## src/rtl/xres_reset_sequencer.sv

```systemverilog
// XRES pad reset sequencer: orders the pad enables on power-up/down, filters XRES_H_N
// and releases core then peripheral reset after programmable hold times.
module xres_reset_sequencer #(
  parameter int SYNC_STAGES = 2,
  parameter int FILT_W      = 8,
  parameter int HOLD_W      = 16
) (
  input  logic              clock,
  input  logic              reset,
  input  logic              xres_h_n,
  input  logic [FILT_W-1:0] filt_len,
  input  logic [HOLD_W-1:0] hold_len,
  input  logic              sw_reset,
  input  logic              pwr_down,
  input  logic              mode_vcchib,
  output logic              pad_enable_vddio,
  output logic              pad_enable_h,
  output logic              pad_en_vddio_sig_h,
  output logic              pad_inp_sel_h,
  output logic              pad_disable_pullup_h,
  output logic              core_rst,
  output logic              periph_rst,
  output logic              xres_event,
  output logic [2:0]        state
);

  typedef enum logic [2:0] {
    PWRUP    = 3'd0,
    PAD_ON   = 3'd1,
    ASSERTED = 3'd2,
    RELEASE1 = 3'd3,
    RELEASE2 = 3'd4,
    RUN      = 3'd5,
    PD_H     = 3'd6,
    OFF      = 3'd7
  } state_t;

  state_t cur, nxt;

  logic [SYNC_STAGES-1:0] sync;
  logic                   xs;
  logic                   filt;
  logic [FILT_W-1:0]      fc;
  logic [HOLD_W-1:0]      hc, nxt_hc;
  logic                   rst_req;
  logic nxt_vddio, nxt_en_h, nxt_sig, nxt_pullup, nxt_core, nxt_periph, nxt_event;

  assign xs            = sync[SYNC_STAGES-1];
  assign state         = cur;
  assign pad_inp_sel_h = 1'b0;
  assign rst_req       = !filt || sw_reset;

  always_ff @(posedge clock) begin
    if (reset) begin
      sync <= '0;
      filt <= 1'b0;
      fc   <= '0;
    end else begin
      sync <= {sync[SYNC_STAGES-2:0], xres_h_n};
      if (xs == filt) begin
        fc <= '0;
      end else if (fc == filt_len) begin
        filt <= xs;
        fc   <= '0;
      end else begin
        fc <= fc + 1'b1;
      end
    end
  end

  always_ff @(posedge clock) begin
    if (reset) begin
      cur                  <= PWRUP;
      hc                   <= '0;
      pad_enable_vddio     <= 1'b0;
      pad_enable_h         <= 1'b0;
      pad_en_vddio_sig_h   <= 1'b1;
      pad_disable_pullup_h <= 1'b0;
      core_rst             <= 1'b1;
      periph_rst           <= 1'b1;
      xres_event           <= 1'b0;
    end else begin
      cur                  <= nxt;
      hc                   <= nxt_hc;
      pad_enable_vddio     <= nxt_vddio;
      pad_enable_h         <= nxt_en_h;
      pad_en_vddio_sig_h   <= nxt_sig;
      pad_disable_pullup_h <= nxt_pullup;
      core_rst             <= nxt_core;
      periph_rst           <= nxt_periph;
      xres_event           <= nxt_event;
    end
  end

  always_comb begin
    nxt        = cur;
    nxt_hc     = hc;
    nxt_vddio  = pad_enable_vddio;
    nxt_en_h   = pad_enable_h;
    nxt_sig    = pad_en_vddio_sig_h;
    nxt_core   = core_rst;
    nxt_periph = periph_rst;
    nxt_event  = 1'b0;

    if (pwr_down && cur == PWRUP) begin
      nxt = OFF;
    end else if (pwr_down && cur != PD_H && cur != OFF) begin
      // ENABLE_H drops on PD_H entry so it always leads ENABLE_VDDIO down
      nxt      = PD_H;
      nxt_en_h = 1'b0;
    end else if (rst_req && (cur == RELEASE1 || cur == RELEASE2 || cur == RUN)) begin
      nxt       = ASSERTED;
      nxt_event = 1'b1;
    end else begin
      case (cur)
        PWRUP: begin
          nxt       = PAD_ON;
          nxt_vddio = 1'b1;
          nxt_sig   = ~mode_vcchib;
        end
        PAD_ON: begin
          nxt      = ASSERTED;
          nxt_en_h = 1'b1;
        end
        ASSERTED: begin
          if (!rst_req) begin
            nxt    = RELEASE1;
            nxt_hc = '0;
          end
        end
        RELEASE1: begin
          if (hc == hold_len) begin
            nxt      = RELEASE2;
            nxt_core = 1'b0;
            nxt_hc   = '0;
          end else begin
            nxt_hc = hc + 1'b1;
          end
        end
        RELEASE2: begin
          if (hc == hold_len) begin
            nxt        = RUN;
            nxt_periph = 1'b0;
            nxt_hc     = '0;
          end else begin
            nxt_hc = hc + 1'b1;
          end
        end
        RUN: nxt = RUN;
        PD_H: begin
          nxt       = OFF;
          nxt_vddio = 1'b0;
        end
        OFF: begin
          if (!pwr_down) nxt = PWRUP;
        end
        default: nxt = PWRUP;
      endcase
    end

    if (nxt == ASSERTED || nxt == PD_H || nxt == OFF) begin
      nxt_core   = 1'b1;
      nxt_periph = 1'b1;
    end
    nxt_pullup = (nxt == OFF);
  end

endmodule

```

## config.mk

```make
export PLATFORM = sky130hd
export DESIGN_NAME = xres_reset_sequencer
export DESIGN_NICKNAME = d
export VERILOG_FILES = /design/src/rtl/xres_reset_sequencer.sv
export SDC_FILE = /design/constraint.sdc
export NUM_CORES = 1
export LEC_CHECK = 0
export ABC_AREA = 1
export CORE_ASPECT_RATIO = 1.5
export CORE_MARGIN = 2
export CORE_UTILIZATION = 55
export DETAILED_ROUTE_END_ITERATION = 7
export PLACE_DENSITY_LB_ADDON = 0.05
export RECOVER_POWER = 50
export SLEW_MARGIN = 10
export SYNTH_ARGS = -nofsm -noshare
export SYNTH_HDL_FRONTEND = slang
export SYNTH_SLANG_ARGS = --single-unit
export TNS_END_PERCENT = 5
```

## constraint.sdc

```tcl
create_clock -name clock -period 3 [get_ports clock]
set_input_delay 0.9 -clock clock [delete_from_list [all_inputs] [get_ports clock]]
set_output_delay 0.9 -clock clock [all_outputs]
set_load 0.01 [all_outputs]
```

After elaboration in Yosys (flattened, before gate mapping)
Index checks and enable logic that the tools add are counted.

Mux-type cells: 16. Equal/unequal tests: 17. Bitwise operators: 5. Add/sub/neg operators: 2. Reductions and logical operators: 25.

Operators with widths (number): $mux W16 (2); $pmux W16 S2 (1); $pmux W3 S8 (1); $mux W3 (7); $eq A3 B3 Y1 const B (6); $add A16 B1 Y16 const B (1); $eq A16 B16 Y1 (1); $reduce_and A5 Y1 (3); $eq A3 B2 Y1 const B (3); $add A8 B1 Y8 const B (1); $eq A8 B8 Y1 (1); $reduce_and A4 Y1 (2); $ne A3 B3 Y1 const B (2); $reduce_bool A2 Y1 (3); $reduce_or A3 Y1 (2); $logic_or A1 B1 Y1 (5); $not A1 Y1 (5); $logic_and A1 B1 Y1 (4); $mux W1 (4); $ne A2 B2 Y1 const B (2); $reduce_or A2 Y1 (2); $eq A3 B1 Y1 const B (1); $logic_not A3 Y1 (1); $reduce_and A3 Y1 (1); 4 further kinds (4).

Flip-flop bits (word level): 37. Input port bits: 30. Output and inout port bits: 11. Logic and storage cells: 77.

Longest topological paths before layout
Word-level depth: 11. Depth in mapped cells: 14. Depth with buffers taken out: 14.

Worst setup path before layout
OpenSTA, ideal clock, no wires.

Path kind: input -> register. Start: input port hold_len[15]. End: register hc[10]. Data required time: 2.876 ns. Stages: 12. Path buffers: 1. Arrival: 1.814 ns. Setup time: 0.124 ns. Path slack: 1.062 ns. Cell sequence: inv_1 > nand2_1 > nand2_1 > nor2_1 > nand2_1 > nor2_1 > nand2_1 > nand2_1 > a21oi_2 > buf_4 > o21ai_1 > a21oi_1.

Cells in the longest elaborated chain, start to end: 3.

RTL lines: from (decl) (RTL line 12) `input logic [HOLD_W-1:0] hold_len,`; $eq A16 B16 Y1 (RTL line 132, 141); $mux W16 (RTL line 132, 141); $pmux W16 S2 (RTL line 115) `case (cur)`; to (signal assigned) (RTL line 84) `hc <= nxt_hc;`; to (decl) (RTL line 44) `logic [HOLD_W-1:0] hc, nxt_hc;`.

No other way between the ends. A chain may end at the register's enable or synchronous reset.

Final worst setup path
Start: input port hold_len[15]. End: register hc[14].

The elaborated chain is that of the path after synthesis.

==> metrics.yaml <==
cp_top_family: "buffers and inverters"
crit_chain: "dlygate4sd3_1 -> inv_1 -> nand2_1 -> nand2_1 -> nor2_1 -> nand2_1 -> nor2_1 -> nand2_1 -> nand2_1 -> a21oi_2 -> inv_1 -> nor3_1"
yosysTopAreaCell: "dfxtp_1"
critPathBufInv: 3
status: "complete, no violations"
grt_max_degree: 13
cp_common_cell: "nand2_1"
maxSlewHeadroom_pct: 66.2
drc: 0
setup_tns_ns: 0
fp-row-count: 28
period_minus_slack_ns: 2.57
cpPeakStageDelay_ns: 0.55
clock-sinks: 37
max_freq_mhz: 390
hold_buffers: 0
vias_per_cell: 4.88
ant_nets: 0
numCtsBuffers: 5
ys_types: 35
yosys_warnings: 0
rsz0062_at_grt: "false"
synth.avg_cell_area_um2: 6.30
cts_tree: "yes"
ys_top_cells_by_area: "dfxtp_1 (33%), nand2_1 (18%), inv_1 (11%)"
grt_use_total_pct: 21.7
start_util_pct: 56.5
synth_seq_cells: 37
fin_skew_ns: 0.00500
worstHoldPathCells: 2
core_um2: 3920
cap_viol_max_count: 0
power.density_nw_per_um2: 402
p_leak_nw: 1.19
finalSetupViolations: 0
fin_cells: 440
startpoint_type: "input port"
cp.required_ns: 3.21
cts.reportedPaths.clkPinSlew_ns: 0.07
synth_nets: 384
dp_cells: 432
r2r_start: "state[2]"
min_period_over_period_pct: 85.5
drt-pass1-iter-count: 4
criticalPathCategory: "in -> reg"
ctsResizeCount: 0
antennaDiodeCount: 0
r2r_slack_ns: 1.02
worst_setup_path_end_kind: "register"
ys_seq_area_share_pct: 33.4
insertion_delay_ns: 0.29
nets: 426
peakVddDrop_v: 0.000408
worstRegToRegCells: 8
cp.arrival_ns: 2.78
whs_endpoint: "sync[1]"
drv_slew: 0
gp_congestion: 0.858
routed-via-count: 2145
synth_area_um2: 2220
post-cts-setup-buffers: 0
yosysTopAreaCellShare_pct: 33.4
r2r_end: "hc[14]"
critPathMaxFanout: 11
hold_viol_final: 0
drive_gt1_share_pct: 7.09
die_h_um: 81.8
die_x_um: 55.8
grt_overflow: 0
antenna_found_initial: 0
hold_start: "sync[0]"
cp_slowest_cell: "dlygate4sd3_1"
drt_wl_total_um: 4490
hp-class: "reg -> reg"
synthCells: 352
wl_per_cell_um: 10.2
drtIter0Drc: 78
cts-root-buf: "clkbuf_8"
port_buffers: 39
hpwl_um: 3510
dieArea_um2: 4570
area_growth_pct: 22.3
grt_pass1_vias: 1912
cts_buffer_depth: 2
grt_first_pass_wirelength_um: 7950
worst_pin_slew_ns: 0.502
htree_levels: 2
ios: 41
## placed cells by master (no fill, tap or decap), types with 5 or more instances in the layout
master,n
nand2_1,106
inv_1,64
nor2_1,37
dfxtp_1,37
clkdlybuf4s50_1,26
a21oi_1,18
nand3_1,15
dlygate4sd3_1,13
nor3_1,9
xor2_1,8
o21ai_1,7
o21ai_0,7
nand4_1,5
clkbuf_8,5
## state kept, by name, summed over array words and instances (netlist names)
register and count:
fc 8, xres_event 1, filt 1, pad_disable_pullup_h 1, sync 2, pad_en_vddio_sig_h 1, core_rst 1, pad_enable_h 1
state 3, hc 16, periph_rst 1, pad_enable_vddio 1
## power by group
| part | switching (mW) | total [mW] | leakage (nW) | internal, mW |
|---|---|---|---|---|
| combinational | 0.125 | 0.228 | 0.849 | 0.103 |
| sequential | 0.0179 | 0.526 | 0.300 | 0.508 |
| clock | 0.177 | 0.337 | 0.0439 | 0.160 |
## per-layer routing
metal | track usage [%] | vias up | wire length, um
met5 | 0 | - | 0
met2 | 38.1 | 47 | 2170
met3 | 3.31 | 9 | 196
li1 | - | 1170 | -
met1 | 26.0 | 919 | 2020
met4 | 10.5 | 0 | 104
## synthesized netlist by cell type, drive strengths merged
cell / instances
inv: 68
nand4: 6
a211oi: 2
clkbuf: 1
xor2: 8
nor2: 42
xnor2: 1
or2: 3
a31oi: 2
nand3: 15
nand2: 109
a21oi: 19
dfxtp: 37
o21ai: 15
ha: 2
conb: 1
nor3: 11
buf: 4
a211o: 1
nor4: 3
nor3b: 1
clkinv: 1
## cell families (layout without fill, tap and decap cells)
kind of cell               count (synthesis)  after routing  share of synthesized area (%)
and+or+nand+nor                          190            190                           38.1
adders and majority gates                  2              2                           1.13
xor gates and xnor gates                   9              9                           3.56
other                                      1              1                          0.169
buffers and inverters                     74            117                           13.7
AOI/OAI and AO/OA                         39             39                           9.99
DFF                                       37             37                           33.4
## worst reg2reg max path, cell delays in order, from the launching register on
cell and delay, ns:
dfxtp_1 0.47, inv_2 0.10, nor3_2 0.23, o21ai_4 0.12, nand2_4 0.11, nor2_8 0.07
a21oi_2 0.42, inv_1 0.19, nor3_1 0.21
## how the worst max path moves through the flow
| stage | cells past startpoint | slack (ns) | to | startpoint |
|---|---|---|---|---|
| 2_1_floorplan | 12 | 1.06 | hc[10] | hold_len[15] |
| 4_1_cts | 9 | 0.52 | hc[14] | sw_reset |
| 3_5_place_dp | 9 | 0.23 | hc[14] | sw_reset |
| 3_3_place_gp | 9 | 0.30 | hc[14] | sw_reset |
| 6_report | 12 | 0.43 | hc[14] | hold_len[15] |
| 5_1_grt | 12 | 0.18 | hc[1] | hold_len[15] |
## stage by stage
step	setup slack [ns]	hold WS [ns]	total power [mW]	cell area [um^2]	util, %
6_report	0.434	0.411	1.09	2710	69.1
5_1_grt	0.183	0.444	1.16	2710	69.1
2_1_floorplan	1.06	0.388	0.689	2220	-
4_1_cts	0.523	0.414	1.11	2720	69.2
3_3_place_gp	0.298	0.397	0.769	2630	67.0
3_5_place_dp	0.229	0.402	0.771	2630	67.0
## final cells by class
class	instances	area [um^2]
Tap cell	45	56.3
Timing Repair Buffer	40	394
Fill cell	390	1210
Multi-Input combinational cell	241	1170
Inverter	69	262
Clock inverter	3	17.5
Clock buffer	5	68.8
Sequential cell	37	741
Note: power is estimated with default switching activity, not from simulation.
